File: config.mk
export PLATFORM = sky130hd
export DESIGN_NAME = i2c_byte_tx_flat
export DESIGN_NICKNAME = d
export VERILOG_FILES = /design/src/rtl/i2c_byte_tx_if.sv /design/src/rtl/i2c_byte_tx.sv /design/src/flat_wrapper.sv
export SDC_FILE = /design/constraint.sdc
export NUM_CORES = 1
export LEC_CHECK = 0
export ABC_AREA = 1
export CAP_MARGIN = 20
export CELL_PAD_IN_SITES_DETAIL_PLACEMENT = 1
export CELL_PAD_IN_SITES_GLOBAL_PLACEMENT = 1
export CORE_MARGIN = 8
export CORE_UTILIZATION = 39
export DETAILED_ROUTE_END_ITERATION = 10
export GPL_ROUTABILITY_DRIVEN = 0
export PLACE_DENSITY = 0.92
export SLEW_MARGIN = 20
export SYNTH_ARGS = -nofsm -noshare
export SYNTH_HDL_FRONTEND = slang
export SYNTH_SLANG_ARGS = --single-unit
File: constraint.sdc
create_clock -name clk -period 2.59 [get_ports clk]
set_clock_uncertainty 0.05 [all_clocks]
set_input_delay 0.518 -clock clk [delete_from_list [all_inputs] [get_ports clk]]
set_output_delay 0.518 -clock clk [all_outputs]
set_load 0.005 [all_outputs]
File: src/rtl/i2c_byte_tx_if.sv
// Bus/handshake bundle for i2c_byte_tx: SCL/SDA samples, tx byte handshake, pad enables, ack report.
// master = block feeding bytes and bus samples; slave = the byte transmitter.
interface i2c_byte_tx_if #(
    parameter int WIDTH = 8
);
    logic [1:0]       scl_edge;
    logic             sda_in;
    logic             abort;
    logic [WIDTH-1:0] tx_data;
    logic             tx_valid;
    logic             tx_ready;
    logic             sda_oe;
    logic             scl_oe;
    logic             ack_valid;
    logic             ack_nack;
    logic             busy;

    modport master (
        output scl_edge, sda_in, abort, tx_data, tx_valid,
        input  tx_ready, sda_oe, scl_oe, ack_valid, ack_nack, busy
    );

    modport slave (
        input  scl_edge, sda_in, abort, tx_data, tx_valid,
        output tx_ready, sda_oe, scl_oe, ack_valid, ack_nack, busy
    );
endinterface

File: src/rtl/i2c_byte_tx.sv
// I2C slave-side byte transmitter, MSB first; open-drain SDA, optional SCL stretch (I2C_TX_CLOCK_STRETCH_EN).
// Latency: sda_oe/scl_oe/ack_valid change the cycle after the qualifying scl_edge sample.
// Backpressure: tx_ready only in IDLE; tx_valid elsewhere is ignored. abort/rst force IDLE.
module i2c_byte_tx #(
    parameter int WIDTH = 8,
    parameter int CNT_W = 4
) (
    input  logic          clk,
    input  logic          rst,
    i2c_byte_tx_if.slave  bus
);
    typedef enum logic [2:0] {
        IDLE,
        WAITLOW,
        SHIFT_RISE,
        SHIFT_FALL,
        ACK_RISE
    } state_t;

    localparam logic [CNT_W-1:0] LAST_BIT = CNT_W'(WIDTH);

    state_t           state;
    logic [WIDTH-1:0] shreg;
    logic [WIDTH-1:0] shreg_nxt;
    logic [CNT_W-1:0] cnt;
    logic             sda_oe_q;
    logic             ack_valid_q;
    logic             ack_nack_q;

    assign shreg_nxt = shreg << 1;

`ifdef I2C_TX_CLOCK_STRETCH_EN
    logic scl_oe_q;
    logic stretch;
`endif

    always_ff @(posedge clk) begin
        if (rst) begin
            state       <= IDLE;
            shreg       <= '0;
            cnt         <= '0;
            sda_oe_q    <= 1'b0;
            ack_valid_q <= 1'b0;
            ack_nack_q  <= 1'b0;
`ifdef I2C_TX_CLOCK_STRETCH_EN
            scl_oe_q    <= 1'b0;
            stretch     <= 1'b0;
`endif
        end else begin
            ack_valid_q <= 1'b0;
            if (bus.abort) begin
                state    <= IDLE;
                sda_oe_q <= 1'b0;
`ifdef I2C_TX_CLOCK_STRETCH_EN
                scl_oe_q <= 1'b0;
                stretch  <= 1'b0;
`endif
            end else begin
                case (state)
                    IDLE: begin
                        sda_oe_q <= 1'b0;
                        if (bus.tx_valid) begin
                            shreg <= bus.tx_data;
                            cnt   <= '0;
                            state <= WAITLOW;
                        end
`ifdef I2C_TX_CLOCK_STRETCH_EN
                        // Hold SCL low after an ACKed byte until the next one arrives
                        else if (stretch && !bus.scl_edge[0]) begin
                            scl_oe_q <= 1'b1;
                        end
`endif
                    end
                    WAITLOW: begin
                        if (!bus.scl_edge[0]) begin
                            sda_oe_q <= ~shreg[WIDTH-1];
                            state    <= SHIFT_RISE;
                        end
                    end
                    SHIFT_RISE: begin
`ifdef I2C_TX_CLOCK_STRETCH_EN
                        scl_oe_q <= 1'b0;
`endif
                        if (bus.scl_edge == 2'b01) begin
                            cnt   <= cnt + 1'b1;
                            state <= SHIFT_FALL;
                        end
                    end
                    SHIFT_FALL: begin
                        if (bus.scl_edge == 2'b10) begin
                            if (cnt < LAST_BIT) begin
                                shreg    <= shreg_nxt;
                                sda_oe_q <= ~shreg_nxt[WIDTH-1];
                                state    <= SHIFT_RISE;
                            end else begin
                                sda_oe_q <= 1'b0;
                                state    <= ACK_RISE;
                            end
                        end
                    end
                    ACK_RISE: begin
                        if (bus.scl_edge == 2'b01) begin
                            ack_nack_q  <= bus.sda_in;
                            ack_valid_q <= 1'b1;
                            state       <= IDLE;
`ifdef I2C_TX_CLOCK_STRETCH_EN
                            stretch     <= ~bus.sda_in;
`endif
                        end
                    end
                    default: state <= IDLE;
                endcase
            end
        end
    end

    assign bus.tx_ready  = (state == IDLE);
    assign bus.busy      = (state != IDLE);
    assign bus.sda_oe    = sda_oe_q;
    assign bus.ack_valid = ack_valid_q;
    assign bus.ack_nack  = ack_nack_q;
`ifdef I2C_TX_CLOCK_STRETCH_EN
    assign bus.scl_oe    = scl_oe_q;
`else
    assign bus.scl_oe    = 1'b0;
`endif
endmodule

File: src/flat_wrapper.sv
// flat-port wrapper written by rule: the top's interface ports become plain ports
module i2c_byte_tx_flat 
#(
    parameter int WIDTH = 8,
    parameter int CNT_W = 4
)
  (clk, rst, bus_scl_edge, bus_sda_in, bus_abort, bus_tx_data, bus_tx_valid, bus_tx_ready, bus_sda_oe, bus_scl_oe, bus_ack_valid, bus_ack_nack, bus_busy);
  i2c_byte_tx_if #(.WIDTH(WIDTH)) bus_i ();
  input  logic clk;
  input  logic rst;
  input wire logic [$bits(bus_i.scl_edge)-1:0] bus_scl_edge;
  input wire logic [$bits(bus_i.sda_in)-1:0] bus_sda_in;
  input wire logic [$bits(bus_i.abort)-1:0] bus_abort;
  input wire logic [$bits(bus_i.tx_data)-1:0] bus_tx_data;
  input wire logic [$bits(bus_i.tx_valid)-1:0] bus_tx_valid;
  output wire logic [$bits(bus_i.tx_ready)-1:0] bus_tx_ready;
  output wire logic [$bits(bus_i.sda_oe)-1:0] bus_sda_oe;
  output wire logic [$bits(bus_i.scl_oe)-1:0] bus_scl_oe;
  output wire logic [$bits(bus_i.ack_valid)-1:0] bus_ack_valid;
  output wire logic [$bits(bus_i.ack_nack)-1:0] bus_ack_nack;
  output wire logic [$bits(bus_i.busy)-1:0] bus_busy;
  assign bus_i.scl_edge = bus_scl_edge;
  assign bus_i.sda_in = bus_sda_in;
  assign bus_i.abort = bus_abort;
  assign bus_i.tx_data = bus_tx_data;
  assign bus_i.tx_valid = bus_tx_valid;
  assign bus_tx_ready = bus_i.tx_ready;
  assign bus_sda_oe = bus_i.sda_oe;
  assign bus_scl_oe = bus_i.scl_oe;
  assign bus_ack_valid = bus_i.ack_valid;
  assign bus_ack_nack = bus_i.ack_nack;
  assign bus_busy = bus_i.busy;
  i2c_byte_tx #(.WIDTH(WIDTH), .CNT_W(CNT_W)) u_core (.clk(clk), .rst(rst), .bus(bus_i));
endmodule
==> results.sh <==
export IMPL_reg2reg_to="u_core.cnt[2]$_SDFFE_PP0P_"
export IMPL_worst_slew_pin_transition_ns=0.564
export IMPL_most_common_layout_cells="nand2_1, nor2_1, inv_1, clkdlybuf4s50_1, dfxtp_1"
export IMPL_path_clk_slew_ns=0.11
export IMPL_fin_ws_ns=0.322
export IMPL_htree_num_levels=1
export IMPL_cp_end_kind="output port"
export IMPL_cp_cell_sequence="nor2_8, nand2_4, clkdlybuf4s50_1"
export IMPL_cp_num_buf_inv=1
export IMPL_hold_violations=0
export IMPL_start_util_pct=41.5
export IMPL_peakVddDrop_v=0.000404
export IMPL_synth_top_area_share_pct=31.2
export IMPL_p_per_area_nw_per_um2=539
export IMPL_cpPeakStageDelay_ns=0.70
export IMPL_p_leak_nw=0.656
export IMPL_syn_inst=173
export IMPL_vias_per_cell=5.03
export IMPL_crit_path_start_kind="flop"
export IMPL_nets=209
export IMPL_dieArea_um2=4960
export IMPL_grt_max_degree=11
export IMPL_status="finished, final reports clean"
export IMPL_core_area_um2=2780
export IMPL_wire_per_inst_um=14.0
export IMPL_drt_total_wl_um=3110
export IMPL_layout_commonest_cell="nand2_1"
export IMPL_clockBufferDepth=2
export IMPL_cts_sinks=18
export IMPL_ys_types=26
export IMPL_wl_met3_um=75
export IMPL_crit_type="flop to output port"
export IMPL_cpMaxStageDelayCell="dfxtp_1"
export IMPL_post_route_cells_drive_above_1_share_pct=12.0
export IMPL_row_count=19
export IMPL_synth_nets=189
export IMPL_num_antenna_cells=0
export IMPL_drtPass1Iterations=2
export IMPL_die_x_um=70.4
export IMPL_r2r_setup_slack_ns=0.94
export IMPL_synth_area_top_cells="dfxtp_1, nand2_1, nor2_1"
export IMPL_critPathTopFamily="flip-flops"
export IMPL_drtAntennaViolNets=0
export IMPL_setup_viol=0
export IMPL_timing_rr_start="u_core.state[2]$_SDFFE_PP0P_"
export IMPL_crit_fanout=8
export IMPL_grt_pass1_vias=1264
export IMPL_worstPathRequired_ns=2.02
export IMPL_clock_fmax_mhz=441
export IMPL_pin_count=21
export IMPL_cap_violations=0
export IMPL_min_path_cells=2
export IMPL_grt_pass1_wl_um=5510
export IMPL_clockRootBuffer="clkbuf_4"
export IMPL_pre_cts_slack_ns=0.647
export IMPL_postCtsHoldBufs=0
export IMPL_top_layer_used="met4"
export IMPL_finalSetupTns_ns=0
export IMPL_syn_to_final_growth_pct=19.7
export IMPL_slew_headroom_pct=62.3
export IMPL_clkLatencyLatePin_ns=0.29
export IMPL_grt_ovfl_total=0
export IMPL_netlist_area_um2=1150
export IMPL_post_dp_hpwl_um=2530
export IMPL_cts_resized_gates=0
export IMPL_numPortBuffers=19
export IMPL_min_period_ns=2.27
export IMPL_route_vias_total=1121
export IMPL_synth_area_leader_cell="dfxtp_1"
export IMPL_r2r_cells=6
export IMPL_rsz0062_at_grt="no"
export IMPL_post_cts_buffers=0
export IMPL_min_period_over_period_pct=87.6
export IMPL_wl_met2_um=1710
export IMPL_drtIter0Drc=40
export IMPL_holdPathEnd="u_core.shreg[1]$_SDFFE_PP0P_"
export IMPL_antenna_found_initial=0
export IMPL_die_h_um=70.4
export IMPL_report_final_slew_viol_count=0
export IMPL_track_usage_pct=13.1
export IMPL_cts_buffers=3
export IMPL_hold_path_class="flop to flop"
export IMPL_remaining_drc_errors=0
export IMPL_ys_warn_count=0
export IMPL_hp_start="u_core.shreg[1]$_SDFFE_PP0P_"
export IMPL_wl_met1_um=1310
export IMPL_yosysSeqAreaShare_pct=31.2
export IMPL_ys_ff_latch=18
export IMPL_cts_tree="built"
export IMPL_synth_area_per_cell_um2=6.68
export IMPL_cp_arrival_ns=1.70
## cells by family (layout without fill, tap and decap cells)
logic type      after synthesis  count (layout)  share of synthesized area, %
other cells                   1               1                         0.325
compound gates               10              10                          4.77
flops                        18              18                          31.2
buf+inv                      26              45                          10.4
xor+xnor                      2               2                          1.52
fa+ha+maj                     1               1                          1.08
simple gates                115             115                          50.7
## synth_stat cells
cell type,number
nor3b_1,1
buf_6,2
nand3_1,16
xor2_1,2
buf_4,2
dfxtp_1,18
nor2_4,2
nand4_1,2
inv_2,2
nor3_1,2
o21ai_0,3
nand3_2,3
inv_1,19
nor2_1,30
ha_1,1
nor2_2,2
nand2_2,3
nor2_8,2
nand2_1,47
a21oi_1,5
clkinv_1,1
conb_1,1
nand3_4,1
o211ai_1,1
nand2_4,4
o21bai_1,1
## power by group
part / switching, mW / total (mW) / internal (mW) / leakage (nW)
registers: 0.0283 / 0.330 / 0.302 / 0.147
logic: 0.139 / 0.238 / 0.0990 / 0.488
clock network: 0.0917 / 0.177 / 0.0856 / 0.0210
total: 0.259 / 0.745 / 0.486 / 0.656
## final cells by class
class                      instances  area (µm²)
tap                               31        38.8
multi-input combinational        129         674
clock buffer                       4        36.3
fill                             378        1400
sequential                        18         360
timing repair buffer              19         190
inverter                          22        82.6
## sequential cells by signal, summed over array words and instances (netlist names)
register              count
u_core.shreg              8
u_core.cnt                4
u_core.state              3
u_core.bus.ack_nack       1
u_core.bus.ack_valid      1
u_core.bus.sda_oe         1
## layer usage
metal  vias up  GRT usage (%)
met3         2           2.54
met4         0           2.68
met2        10           26.5
li1        573              -
met5         -              0
met1       536           13.2
## worst min-delay path: stages (launching register included)
cell and delay, ns:
dfxtp_1 0.33, nor2_1 0.10, nor2_1 0.05
## worst max-delay path by stage
stage | from | to | cells past startpoint
2_1_floorplan | u_core.state[2]$_SDFFE_PP0P_ | bus_tx_ready | 4
3_3_place_gp | u_core.state[2]$_SDFFE_PP0P_ | bus_busy | 3
3_5_place_dp | bus_scl_edge[0] | u_core.cnt[2]$_SDFFE_PP0P_ | 7
4_1_cts | u_core.state[2]$_SDFFE_PP0P_ | bus_busy | 3
5_1_grt | u_core.state[1]$_SDFFE_PP0P_ | bus_busy | 3
6_report | u_core.state[2]$_SDFFE_PP0P_ | bus_busy | 3
## per-stage QoR
step	std cells	hold WS, ns	util [%]	area [µm²]	power [mW]
6_report	223	0.452	49.7	1380	0.745
3_3_place_gp	219	0.414	48.4	1350	0.560
3_5_place_dp	219	0.432	48.4	1350	0.576
2_1_floorplan	173	0.400	-	1150	0.501
4_1_cts	223	0.452	49.7	1380	0.758
5_1_grt	223	0.477	49.7	1380	0.796
Note: power is estimated with default switching activity, not from simulation.
